**src/rtl/regfile_pkg.sv**
```systemverilog
// Shared definitions for the register-file write-port arbiter.
package regfile_pkg;

  // Default register address width (32 architectural registers).
  localparam int ADDR_W = 5;

  // Default register data width.
  localparam int DATA_W = 64;

  // Hard-wired zero register: writes to it are accepted but never reach the port.
  localparam logic [ADDR_W-1:0] ZERO_REG = 5'd31;

  // One writeback request as seen by the write port.
  typedef struct packed {
    logic [ADDR_W-1:0] addr;
    logic [DATA_W-1:0] data;
  } wr_req_t;

endpackage : regfile_pkg

```
**src/rtl/regfile_wr_arbiter_rr_pick.sv**
```systemverilog
// Combinational round-robin priority picker. The search starts at ptr and
// wraps modulo NREQ; the first set bit of valid wins. Reusable by any arbiter
// that keeps its own priority pointer.
module rr_pick #(
  parameter int NREQ  = 4,
  parameter int PTR_W = (NREQ > 1) ? $clog2(NREQ) : 1
) (
  input  logic [NREQ-1:0]  valid,
  input  logic [PTR_W-1:0] ptr,
  output logic [NREQ-1:0]  grant,
  output logic [PTR_W-1:0] idx
);

  logic [PTR_W:0] pos_s;
  logic           found_s;

  // Walk the requesters from ptr upward, wrapping once, and take the first valid one.
  always_comb begin
    grant   = '0;
    idx     = '0;
    found_s = 1'b0;
    pos_s   = '0;
    for (int k = 0; k < NREQ; k++) begin
      pos_s = {1'b0, ptr} + (PTR_W+1)'(k);
      if (pos_s >= (PTR_W+1)'(NREQ)) begin
        pos_s = pos_s - (PTR_W+1)'(NREQ);
      end else begin
        pos_s = pos_s;
      end
      if (!found_s && valid[pos_s[PTR_W-1:0]]) begin
        found_s                  = 1'b1;
        grant[pos_s[PTR_W-1:0]]  = 1'b1;
        idx                      = pos_s[PTR_W-1:0];
      end else begin
        found_s = found_s;
      end
    end
  end

endmodule : rr_pick

```
**src/rtl/regfile_wr_arbiter.sv**
```systemverilog
// Register-file write-port arbiter: one round-robin grant per cycle among the
// writeback requesters, registered onto the single write port, with writes to
// the zero register accepted but suppressed.
module regfile_wr_arbiter
  import regfile_pkg::ZERO_REG;
#(
  parameter int NREQ   = 4,
  parameter int DATA_W = regfile_pkg::DATA_W,
  parameter int ADDR_W = regfile_pkg::ADDR_W
) (
  input  logic                         clk,
  input  logic                         reset_n,
  input  logic                         hold,
  input  logic [NREQ-1:0]              req_valid,
  input  logic [NREQ-1:0][ADDR_W-1:0]  req_addr,
  input  logic [NREQ-1:0][DATA_W-1:0]  req_data,
  output logic [NREQ-1:0]              req_ready,
  output logic                         wr_en,
  output logic [ADDR_W-1:0]            wr_addr,
  output logic [DATA_W-1:0]            wr_data,
  output logic                         busy
);

  localparam int PTR_W = (NREQ > 1) ? $clog2(NREQ) : 1;

  logic [PTR_W-1:0]  ptr_q, ptr_d;
  logic              wr_en_q, wr_en_d;
  logic [ADDR_W-1:0] wr_addr_q;
  logic [DATA_W-1:0] wr_data_q;

  logic [NREQ-1:0]   grant_s;
  logic [PTR_W-1:0]  idx_s;
  logic              transfer_s;
  logic [ADDR_W-1:0] win_addr_s;
  logic [DATA_W-1:0] win_data_s;

  rr_pick #(
    .NREQ  (NREQ),
    .PTR_W (PTR_W)
  ) u_pick (
    .valid (req_valid),
    .ptr   (ptr_q),
    .grant (grant_s),
    .idx   (idx_s)
  );

  // A grant is only real outside reset and stall; reset_n gates it so ready stays low in reset.
  assign transfer_s = (|grant_s) & ~hold & reset_n;
  assign req_ready  = transfer_s ? grant_s : '0;
  assign busy       = (|req_valid) & ~transfer_s;
  assign win_addr_s = req_addr[idx_s];
  assign win_data_s = req_data[idx_s];

  // Next pointer sits just past the winner; unchanged when nothing transfers.
  always_comb begin
    ptr_d = ptr_q;
    if (transfer_s) begin
      if (idx_s == PTR_W'(NREQ-1)) begin
        ptr_d = '0;
      end else begin
        ptr_d = idx_s + PTR_W'(1);
      end
    end else begin
      ptr_d = ptr_q;
    end
  end

  // Zero-register filter: the handshake completes but the port stays disabled.
  always_comb begin
    wr_en_d = 1'b0;
    if (transfer_s && (win_addr_s != ADDR_W'(ZERO_REG))) begin
      wr_en_d = 1'b1;
    end else begin
      wr_en_d = 1'b0;
    end
  end

  // Pointer and write-port register; address/data keep their last value when idle.
  always_ff @(posedge clk or negedge reset_n) begin
    if (!reset_n) begin
      ptr_q     <= '0;
      wr_en_q   <= 1'b0;
      wr_addr_q <= '0;
      wr_data_q <= '0;
    end else begin
      ptr_q   <= ptr_d;
      wr_en_q <= wr_en_d;
      if (transfer_s) begin
        wr_addr_q <= win_addr_s;
        wr_data_q <= win_data_s;
      end else begin
        wr_addr_q <= wr_addr_q;
        wr_data_q <= wr_data_q;
      end
    end
  end

  assign wr_en   = wr_en_q;
  assign wr_addr = wr_addr_q;
  assign wr_data = wr_data_q;

endmodule : regfile_wr_arbiter

```
**config.mk**
```make
export PLATFORM = sky130hd
export DESIGN_NAME = regfile_wr_arbiter
export DESIGN_NICKNAME = d
export VERILOG_FILES = /design/src/rtl/regfile_pkg.sv /design/src/rtl/regfile_wr_arbiter_rr_pick.sv /design/src/rtl/regfile_wr_arbiter.sv
export SDC_FILE = /design/constraint.sdc
export NUM_CORES = 1
export LEC_CHECK = 0
export ABC_AREA = 1
export BUFFER_PORTS_ARGS = -buffer_cell sky130_fd_sc_hd__clkbuf_2
export CAP_MARGIN = 10
export CORE_AREA = 5 5 135 137
export CTS_CLUSTER_SIZE = 40
export DETAILED_ROUTE_END_ITERATION = 16
export DIE_AREA = 0 0 140 142
export PLACE_DENSITY = 0.78
export SYNTH_ARGS = -nofsm -noshare
export SYNTH_HDL_FRONTEND = slang
export SYNTH_HIERARCHICAL = 1
export SYNTH_SLANG_ARGS = --single-unit
export TNS_END_PERCENT = 1
```
**constraint.sdc**
```tcl
create_clock -name clk -period 2.4 [get_ports clk]
set_input_delay 0.36 -clock clk [delete_from_list [all_inputs] [get_ports clk]]
set_output_delay 0.36 -clock clk [all_outputs]
set_load 0.01 [all_outputs]
```
**Word level (Yosys, flattened, before mapping)**

Cells that the tools add are included.

- Register bits: 72
- Input bits: 283
- Output and inout port bits: 75
- Word-level logic and storage cells: 86

- Add/sub/neg operators: 8
- Magnitude comparators: 13
- Equal/unequal tests: 2
- Muxes and demuxes: 38
- Bitwise gates (word level): 8
- Reduce and logical (&&, ||, !) cells: 13

Operators by type and width:

| cell | count |
|---|---|
| binary-select mux 64 bit (select 2 bit) | 1 |
| 2-to-1 mux 64 bit | 1 |
| 2-to-1 mux 4 bit | 5 |
| 2-to-1 mux 2 bit | 9 |
| less-than comparator 2 x 3 -> 1 bit (second input constant) | 5 |
| 2-to-1 mux 1 bit | 12 |
| bitwise OR 4 bit | 3 |
| binary-select mux 5 bit (select 2 bit) | 1 |
| greater-or-equal comparator 3 bit (second input constant) | 3 |
| binary-select mux 1 bit (select 2 bit) | 4 |
| demux 1 bit (select 2 bit) | 4 |
| greater-or-equal comparator 2 x 1 -> 1 bit (second input constant) | 4 |
| logical AND 1 bit | 8 |
| OR reduction 4 bit | 2 |
| subtractor 2 x 1 -> 2 bit (second input constant) | 4 |
| adder 2 x 2 -> 3 bit (second input constant) | 2 |
| 2-to-1 mux 5 bit | 1 |
| != test 5 bit (second input constant) | 1 |
| adder 2 x 1 -> 3 bit (second input constant) | 1 |
| bitwise AND 1 bit | 3 |
| greater-or-equal comparator 2 x 3 -> 1 bit (second input constant) | 1 |
| zero test 1 bit | 3 |
| adder 2 x 1 -> 2 bit (second input constant) | 1 |
| equality test 2 bit (second input constant) | 1 |
| NOT 1 bit | 2 |

**Longest topological paths before layout**

Gate-level depths: netlist of the first run.

- Depth in word-level cells: 19
- Mapped depth: 20
- Mapped depth without buffers: 17

**Hierarchy**

Netlist of the first run, hierarchy kept.

Modules (own cells, without submodules):

| module | instances | cells each | area each (µm²) | seq. area each (µm²) |
|---|---|---|---|---|
| regfile_wr_arbiter | 1 | 784 | 4,862.2 | 1,801.7 |
| rr_pick | 1 | 82 | 515.5 | 0.0 |

**Worst setup path after synthesis of the first run**

No wires, ideal clock.

- Path type: register to output
- Start point: register ptr_q[1]
- End point: output port req_ready[0]
- Data arrival time: 2,301 ps
- Required time: 2,040 ps
- Slack: -261 ps
- Cell stages (with the launch flop): 15
- Buffers on the path: 2
- Path through: dfrtp_1 -> bufinv_8 -> ha_1 -> inv_1 -> nand3_1 -> nand2_1 -> nor2_2 -> a21oi_1 -> nand3_1 -> inv_1 -> nand4_1 -> nand3b_1 -> buf_2 -> clkbuf_1 -> nor2_1

- Cells in the longest elaborated chain, start to end: 18
- Elaborated cells between the ends (all ways): 63
- Those cells by class: 7 x add/sub; 12 x order compare; 28 x mux; 5 x bitwise; 11 x reduce/logical

RTL lines:

| what | line | source |
|---|---|---|
| start: declaration | regfile_wr_arbiter.sv:26 | `logic [PTR_W-1:0] ptr_q, ptr_d;` |
| start signal: assignment | regfile_wr_arbiter.sv:86 | `ptr_q <= ptr_d;` |
| branches (longest 13 deep; another with adder 2 x 1 -> 3 bit) | -- |  |
| 2-to-1 mux 4 bit (*) | regfile_wr_arbiter_rr_pick.sv:30 | `if (!found_s && valid[pos_s[PTR_W-1:0]]) begin` |
| net grant_s[2] | regfile_wr_arbiter.sv:31 | `logic [NREQ-1:0] grant_s;` |
| OR reduction 4 bit (*) | regfile_wr_arbiter.sv:48 | `assign transfer_s = (\|grant_s) & ~hold & reset_n;` |
| bitwise AND 1 bit (*) (2 in a row) | regfile_wr_arbiter.sv:48 |  |
| 2-to-1 mux 4 bit (*) | regfile_wr_arbiter.sv:49 | `assign req_ready = transfer_s ? grant_s : '0;` |
| end: declaration | regfile_wr_arbiter.sv:17 | `output logic [NREQ-1:0] req_ready,` |

Mark *: on every way through the listed nets, which the timed path passes. The select of a mux whose other input is x is not followed.

**Final worst setup path of the first run**

- Start point: register ptr_q[0]
- End point: output port req_ready[2]

- Cells in the longest elaborated chain, start to end: 18
- Elaborated cells between the ends (all ways): 63
- Those cells by class: 7 x add/sub; 12 x order compare; 28 x mux; 5 x bitwise; 11 x reduce/logical

RTL lines:

| what | line |
|---|---|
| branches (longest 13 deep; another with adder 2 x 1 -> 3 bit) | -- |
| 2-to-1 mux 4 bit (*) | regfile_wr_arbiter_rr_pick.sv:30 |
| net grant_s[2] | regfile_wr_arbiter.sv:31 |
| OR reduction 4 bit | regfile_wr_arbiter.sv:48 |
| bitwise AND 1 bit (2 in a row) | regfile_wr_arbiter.sv:48 |
| 2-to-1 mux 4 bit (*) | regfile_wr_arbiter.sv:49 |

Marked as above.

==> impl_metrics.toml, run 1 <==
[run_status]
status = "finished, violations left"
violations = "negative setup slack"

[cts]
clk_path_buf_depth = 2
clk_pin_slew_ns = 0.06
cts_buffers = 9
cts_sinks = 72
root_buffer = "clkbuf_16"
htreeDepth = 3
cts_tree = "built"
holdBufCountCts = 0
insertion_delay_ns = 0.34

[setup_path]
crit_required_ns = 2.04
cp.arrival_ns = 2.38
worst_setup_path_start_kind = "flop"
r2r-start = "ptr_q[0]"
rr_worst_depth = 17
reg2reg_slack_ns = -0.15
criticalPathCategory = "flop to output pin"
critPathMaxFanout = 4
rr_endpoint = "wr_data[58]"
end_kind = "output pin"

[drt]
ant_nets = 0
drtIter0Drc = 217
firstDrtPassIters = 5
wl_um = 22350
drc = 0
via_count = 7070
wire_per_inst_um = 15.31
viasPerCell = 4.842

[cells_and_area]
drive_gt1_frac = 0.3987
design_area_um2 = 8299
fin_util = 0.4900
final_common_cell = "clkbuf_2"
layout.cells.non_filler = 1460
nets = 1518
area_growth_syn_to_layout_pct = 54.33
final_cell_mix = "352 x clkbuf_2, 240 x nand2_1, 197 x nor2_1"

[logic_synthesis]
synth-compound-area-share = 0.1992
synth-edff-count = 0
ys_seq_area_frac = 0.3350
dominantRegCellSynth = "dfrtp_1"
yosysTopAreaCellShare = 0.3350
synth-adder-area-share = 0.01396
syn-num-nets = 1155
synthSimpleGateAreaFrac = 0.3720
synth_area_leaders = "dfrtp_1 34%, nand2_1 17%, nor2_1 14%, o21ai_0 11%, o21ai_1 7.4%"
async_flop_share = 1.000
synthXorXnorAreaFrac = 0
synth-seq-cells = 72
ys_warn_count = 6
netlist_area_um2 = 5378
synth.largest_area_cell = "dfrtp_1"
synthCells = 866
synth.area.mux_share = 0
avgSynthCellArea_um2 = 6.210
yosysUniqueCellTypes = 28
synth_top_family_by_area = "simple AND/OR/NAND/NOR gates"

[timing]
tightestPinTransition_ns = 0.5961
worst_slack_ns = -0.3434
rsz0062_at_grt = "true"
hold_violations = 0
tns_ns = -7.495
fin_skew_ns = 0.006048
final_max_slew_viol_count = 0
clock.fmax_mhz = 364.5
finalSetupViolCount = 75
post-route-period-util = 1.143
min_period_ns = 2.743
max_slew_margin = 0.6026
whs_ns = 0.07494

[placed_design]
numPortBuffers = 357
gp_congestion = 0.9469
hpwl_um = 17630
pre_cts_slack_ns = -0.1617
placedCellCount = 1436
dpl_cell_area_um2 = 7799

[min_path]
holdCritPathClass = "input port to async pin"

[die]
fp.dieH_um = 142
fp.dieArea_um2 = 19880
start_util = 0.3175
rows = 48
ios = 358
dieWidth_um = 140
coreArea_um2 = 16940

[global_routing]
grt_pass1_vias = 6877
grt_usage = 0.2160
use_met2 = 0.3829
grt_max_degree = 44
grt_util_met1 = 0.2523
use_met3 = 0.05746
busiest_layer = "met2"
grt.overflow.total = 0
antenna_found_initial = 1
grt_pass1_wl_um = 34560

[power]
pwr_density_cell_nw_per_um2 = 1858
total_power_mw = 15.42
vdd_ir_drop_max_v = 0.001054
p_leak_nw = 4.521

[run]
maxCapViolCount = 0
==> cells by family (layout without fill, tap and decap cells) <==
family | count (synthesis) | after routing
AND/OR/NAND/NOR | 496 | 497
AO/OA/AOI/OAI | 212 | 212
buffers and inverters | 80 | 447
flip-flops | 72 | 72
adder cells (fa/ha/maj) | 6 | 6
other | 0 | 1
==> where the power goes <==
group | leakage (nW) | switching, mW | total, mW | internal (mW)
clock | 0.138 | 0.525 | 1.32 | 0.799
sequential | 0.898 | 0.345 | 2.17 | 1.82
combinational | 3.48 | 7.04 | 11.9 | 4.89
total | 4.52 | 7.91 | 15.4 | 7.51
==> layer usage <==
metal | vias to the layer above | part of all wire
met2 | 289 | 0.51
met1 | 3221 | 0.39
met5 | - | 0
li1 | 3521 | -
met4 | 0 | 0.025
met3 | 39 | 0.076
==> critical path, stage by stage (launching register included) <==
cell      delay (ns)
dfrtp_2         0.42
inv_8           0.05
ha_4            0.30
inv_4           0.05
nand3_2         0.06
nand2_2         0.09
nor2_4          0.21
a21oi_2         0.10
nand3_2         0.09
inv_2           0.04
nand4_1         0.07
nand3b_1        0.20
buf_6           0.20
nor2_4          0.08
buf_6           0.10
==> worst max path at each step <==
stage                     slack (ns)  cells past startpoint            to     start
after floorplan               -0.005                     15          busy  ptr_q[0]
after detailed placement       -0.16                     17         wr_en  ptr_q[0]
after CTS                      -0.34                     14  req_ready[1]  ptr_q[0]
final                          -0.34                     14  req_ready[2]  ptr_q[0]
after global routing           -0.47                     14  req_ready[0]  ptr_q[0]
after global placement         -0.11                     15         wr_en  ptr_q[0]
==> area by class of cell <==
cell class	count	area [µm²]
antenna	1	2.502
clock buffer	10	229.0
clock inverter	6	60.06
fill	1725	8637
inverter	19	95.09
multi-input combinational	715	3377
sequential	72	1804
tap	225	281.5
timing repair buffer	412	2450
==> sequential cells by signal, indices dropped and copies added (netlist names) <==
signal   cells
ptr_q        2
wr_addr      5
wr_data     64
wr_en        1
==> synth_stat cells (3+ instances only) <==
master / n
nor2_1: 205
inv_2: 3
buf_6: 10
ha_1: 6
o21ai_1: 80
clkbuf_1: 25
inv_1: 14
nand2_1: 245
a21oi_1: 6
a21boi_0: 4
nand3_1: 32
buf_2: 22
dfrtp_1: 72
o21ai_0: 122
==> timing repair <==
item                       4_1_cts  5_1_grt
setup endpoints to repair       21       77
gates cloned                     1        0
gates resized for setup         26       58
pin swaps                       10        9
setup buffers                    4        2
Note: power is estimated with default switching activity, not from simulation.
==> inputs of run 2 (changes only) <==
--- a/config.mk
+++ b/config.mk
@@ -8,11 +8,12 @@
 export ABC_AREA = 1
 export BUFFER_PORTS_ARGS = -buffer_cell sky130_fd_sc_hd__clkbuf_2
 export CAP_MARGIN = 10
-export CORE_AREA = 5 5 135 137
+export CORE_AREA = 5 5 137 139
+export CTS_BUF_LIST = sky130_fd_sc_hd__clkbuf_8
 export CTS_CLUSTER_SIZE = 40
 export DETAILED_ROUTE_END_ITERATION = 16
-export DIE_AREA = 0 0 140 142
-export PLACE_DENSITY = 0.78
+export DIE_AREA = 0 0 142 144
+export PLACE_DENSITY_LB_ADDON = 0.08
 export SYNTH_ARGS = -nofsm -noshare
 export SYNTH_HDL_FRONTEND = slang
 export SYNTH_HIERARCHICAL = 1
==> run 2 against run 1 <==
  * The run still ends with negative setup slack left
  * Die area grew 2.9%
  * Setup slack improved by 0.054 ns
  * Sequential power barely moved
  * Register-to-register slack better by 0.04 ns
  * Largest cell class unchanged
  * Non-clock buffer count increased by 16
  * Sequential share of layout area is 0.25 points lower
==> impl_metrics.toml, run 2 (synthesized netlist as in run 1, its figures left out) <==
[run_status]
status = "finished, violations left"
violations = "negative setup slack"

[cts]
clk_path_buf_depth = 2
cts_buffers = 9
cts_sinks = 72
insertion_delay_ns = 0.36
clk_pin_slew_ns = 0.08
cts_tree = "built"
root_buffer = "clkbuf_8"
htreeDepth = 3

[cells_and_area]
final_cell_mix = "351 x clkbuf_2, 242 x nand2_1, 199 x nor2_1"
fin_util = 0.4788
diodes = 0
area_growth_syn_to_layout_pct = 56.12
nets = 1534
design_area_um2 = 8396
final_common_cell = "clkbuf_2"
largest_reg_flops = 64
drive_gt1_frac = 0.4032
fill_cells = 1890
layout.cells.non_filler = 1479

[drt]
firstDrtPassIters = 4
ant_nets = 0
viasPerCell = 4.569
m1WireLength_um = 8807
wire_per_inst_um = 14.56
drc = 0
route.met2.wl_um = 10350
via_count = 6757
dr_wl_met3_um = 1773
drtIter0Drc = 311
highest_layer = "met5"
wl_um = 21540

[min_path]
min_path_cells = 5
hold_start = "req_data[220]"
worstHoldEndpoint = "wr_data[28]"
holdCritPathClass = "input port to flop"

[timing]
whs_ns = 0.3156
hold_violations = 0
max_slew_margin = 0.7319
worst_slack_ns = -0.2892
min_period_ns = 2.689
tightestPinTransition_ns = 0.4021
finalSetupViolCount = 70
clock.fmax_mhz = 371.9
fin_skew_ns = 0.008592
post-route-period-util = 1.120
rsz0062_at_grt = "true"
final_max_slew_viol_count = 0
tns_ns = -3.878

[die]
coreArea_um2 = 17530
fp.dieH_um = 144
fp.dieArea_um2 = 20450
start_util = 0.3067
rows = 49
ios = 358
dieWidth_um = 142

[placed_design]
numPortBuffers = 357
gp_congestion = 0.8655
pre_cts_slack_ns = -0.08011
placedCellCount = 1455
hpwl_um = 17370
dpl_cell_area_um2 = 7953

[power]
pwr_density_cell_nw_per_um2 = 1797
vdd_ir_drop_max_v = 0.0009879
total_power_mw = 15.09
p_leak_nw = 4.586

[global_routing]
grt_max_degree = 70
antenna_found_initial = 1
grt.overflow.total = 0
grt_pass1_vias = 6516
grt_usage = 0.2014
grt_pass1_wl_um = 32900

[setup_path]
crit_start = "ptr_q[0]"
reg2reg_slack_ns = -0.11
end_kind = "output pin"
rr_endpoint = "wr_data[3]"
worst_setup_path_start_kind = "flop"
r2r-start = "ptr_q[0]"
rr_worst_depth = 17
criticalPathCategory = "flop to output pin"
cp.arrival_ns = 2.33
critPathMaxFanout = 5
crit_required_ns = 2.04

[run]
maxCapViolCount = 0
run 2: changes by cell type in the layout (fill, tap and decap cells not counted), moves of 3 or more:
cell,before,now
clkbuf_16,9,0
clkbuf_8,0,9
buf_12,16,19
buf_6,10,16
a21boi_2,0,4
buf_4,34,39
a21boi_0,3,0
o21ai_1,114,82
o21ai_0,83,118
run 2: what timing repair did:
action,in CTS,in global routing
gates cloned,1,0
resized for setup,33,23
setup buffers,6,0
hold endpoints to repair,3,0
endpoints found under the setup margin,72,77
pin swaps,10,8
hold buffers,1,0
run 2: metal layers:
layer | track usage | up-vias
met2 | 0.3419 | 252
met4 | 0.07980 | 2
met5 | 0 | -
met3 | 0.05985 | 36
met1 | 0.2398 | 2916
li1 | - | 3551
run 2: worst max-delay path by stage:
stage / to / slack, ns
finish: busy / -0.29
floorplan: busy / -0.005
global placement: wr_data[46] / -0.04
detailed placement: busy / -0.08
global route: busy / -0.47
CTS: req_ready[0] / -0.34
run 2: power breakdown:
group / switching [mW] / internal [mW]
registers: 0.334 / 1.82
clock network: 0.505 / 0.587
logic: 6.85 / 4.99
run 2: cell type report:
cell class              instances  area, µm²  area share
clock buffers                   9      123.9     0.01475
well taps                     229      286.5     0.03413
repair buffers                428       2640      0.3145
multi-input cells             715       3351      0.3991
inverters                      19      95.09     0.01133
flip-flops and latches         72       1804      0.2149
clock inverters                 7      95.09     0.01133
run 2: worst max-delay path: stages (launching register included):
cell and delay, ns:
dfrtp_2 0.46, inv_8 0.05, ha_4 0.30, inv_4 0.05, nand3_2 0.07, nand2_4 0.09, nor2_4 0.15, nand3_2 0.08
nand3_2 0.08, inv_2 0.03, nand4_1 0.10, nand3b_1 0.14, buf_6 0.15, o21ai_2 0.04, inv_1 0.05, buf_2 0.13
==> inputs of run 3 (changes only) <==
--- a/config.mk
+++ b/config.mk
@@ -14,6 +14,8 @@
 export DETAILED_ROUTE_END_ITERATION = 16
 export DIE_AREA = 0 0 142 144
 export PLACE_DENSITY_LB_ADDON = 0.08
+export REMOVE_ABC_BUFFERS = 1
+export SETUP_SLACK_MARGIN = 0.05
 export SYNTH_ARGS = -nofsm -noshare
 export SYNTH_HDL_FRONTEND = slang
 export SYNTH_HIERARCHICAL = 1
==> run 3 against run 2 <==
  * The flow still finishes with violations (negative setup slack)
  * Critical path depth decreased by 1
  * Clock skew up 0.0019 ns
  * Combinational power hardly changed
==> impl_metrics.toml, run 3 (synthesized netlist as in run 1, its figures left out) <==
[cts]
cts_tree = "built"
clk_path_buf_depth = 2
cts_sinks = 72
cts_buffers = 9
holdBufCountCts = 0
insertion_delay_ns = 0.36
htreeDepth = 3
root_buffer = "clkbuf_8"
clk_pin_slew_ns = 0.08

[die]
dieWidth_um = 142
coreArea_um2 = 17530
fp.dieH_um = 144
ios = 358
fp.dieArea_um2 = 20450
start_util = 0.3067
rows = 49

[power]
p_leak_nw = 4.435
vdd_ir_drop_max_v = 0.0008787
total_power_mw = 14.68
pwr_density_cell_nw_per_um2 = 1817

[cells_and_area]
drive_gt1_frac = 0.3862
design_area_um2 = 8082
largest_reg_flops = 64
final_cell_mix = "353 x clkbuf_2, 242 x nand2_1, 203 x nor2_1"
final_common_cell = "clkbuf_2"
layout.cells.non_filler = 1459
area_growth_syn_to_layout_pct = 50.28
nets = 1514
diodes = 0

[timing]
max_slew_margin = 0.3604
clock.fmax_mhz = 360.9
min_period_ns = 2.771
hold_violations = 0
worst_slack_ns = -0.3705
final_max_slew_viol_count = 0
tightestPinTransition_ns = 0.9594
rsz0062_at_grt = "true"
finalSetupViolCount = 76
fin_skew_ns = 0.01051
post-route-period-util = 1.154

[setup_path]
cpMostUsedCell = "nand3_2"
worst_setup_path_start_kind = "flop"
path_cells = "clkinv_4 -> ha_4 -> inv_4 -> nand3_4 -> nand2_8 -> nor2_4 -> nand3_2 -> nand3_2 -> inv_2 -> nand4_1 -> nand3b_1 -> o21ai_1 -> inv_1 -> buf_2"
criticalPathCategory = "flop to output pin"
critPathMaxFanout = 7
max_stage_delay_ns = 0.41
crit_required_ns = 2.04
end_kind = "output pin"
slowest_stage = "dfrtp_2"
cp.arrival_ns = 2.41

[global_routing]
antenna_found_initial = 1
grt_usage = 0.1955
grt_pass1_wl_um = 32200
grt.overflow.total = 0
grt_max_degree = 73
grt_pass1_vias = 6539

[placed_design]
hpwl_um = 16130
placedCellCount = 1433
gp_congestion = 0.8394
numPortBuffers = 357
pre_cts_slack_ns = -0.2009
dpl_cell_area_um2 = 7596

[drt]
ant_nets = 0
drc = 0
viasPerCell = 4.613
via_count = 6730
wl_um = 21020
firstDrtPassIters = 4
drtIter0Drc = 225
wire_per_inst_um = 14.41

[run_status]
status = "finished, violations left"
violations = "negative setup slack"

[min_path]
holdCritPathClass = "input port to async pin"

[run]
maxCapViolCount = 0
[run 3: cell types whose count changed in the layout (fill, tap and decap cells not counted), moves of 3 or more]
| cell | previous run | this run |
|---|---|---|
| a21boi_0 | 0 | 3 |
| a21boi_2 | 4 | 0 |
| buf_12 | 19 | 12 |
| buf_2 | 1 | 4 |
| buf_4 | 39 | 29 |
| buf_6 | 16 | 9 |
| nor2_1 | 199 | 203 |
| nor2_4 | 8 | 4 |
| o21ai_0 | 118 | 95 |
| o21ai_1 | 82 | 105 |
[run 3: worst paths after layout]
check	cells past startpoint	to	start	slack, ns
worst max-delay path	14	busy	ptr_q[0]	-0.37
worst min-delay path	2	wr_data[6]	reset_n	0.24
worst max register to register	17	wr_data[49]	ptr_q[0]	-0.23
worst min register to register	2	wr_data[19]	wr_data[19]	0.48
max in group asynchronous	2	ptr_q[1]	reset_n	1.44
min in group clk	5	wr_data[3]	req_data[195]	0.30
[run 3: report_power, final]
part	internal, mW	switching [mW]	total [mW]
Combinational	4.60	6.86	11.5
Sequential	1.82	0.320	2.14
Clock	0.586	0.494	1.08
[run 3: cell type report]
cell class / instances / area, µm²
Clock inverter: 7 / 96.34
Clock buffer: 9 / 123.9
Multi-Input combinational cell: 715 / 3317
Inverter: 19 / 92.59
Sequential cell: 72 / 1804
Timing Repair Buffer: 408 / 2361
Tap cell: 229 / 286.5
Fill cell: 1902 / 9453
[run 3: per-layer routing]
| metal | GRT usage | vias to the layer above | wire [µm] |
|---|---|---|---|
| met5 | 0 | - | 11 |
| met4 | 0.07121 | 2 | 722 |
| met3 | 0.06085 | 47 | 1448 |
| met2 | 0.3419 | 214 | 10620 |
| met1 | 0.2254 | 2955 | 8225 |
| li1 | - | 3512 | - |
[run 3: repair_timing]
item / CTS / global route
setup buffers: 4 / 4
pin swaps: 12 / 19
resized for setup: 55 / 29
gates cloned: 2 / 0
setup endpoints to repair: 77 / 77
[run 3: worst max-delay path: cells and delay by family, from the launching register on]
family / cells / cell delay (ns)
AOI/OAI and AO/OA: 1 / 0.15
adders and majority gates: 1 / 0.29
buffers and inverters: 5 / 0.35
DFF: 1 / 0.41
and+or+nand+nor: 7 / 0.85
[run 3: metrics by stage]
stage	util	hold slack (ns)	setup TNS, ns
floorplan	-	0.06441	-479.01
CTS	0.4556	0.2749	-10.04
global placement	0.4332	0.4617	-7.520
global route	0.4609	0.2887	-27.88
detailed placement	0.4332	0.4644	-11.08
finish	0.4609	0.2390	-9.597
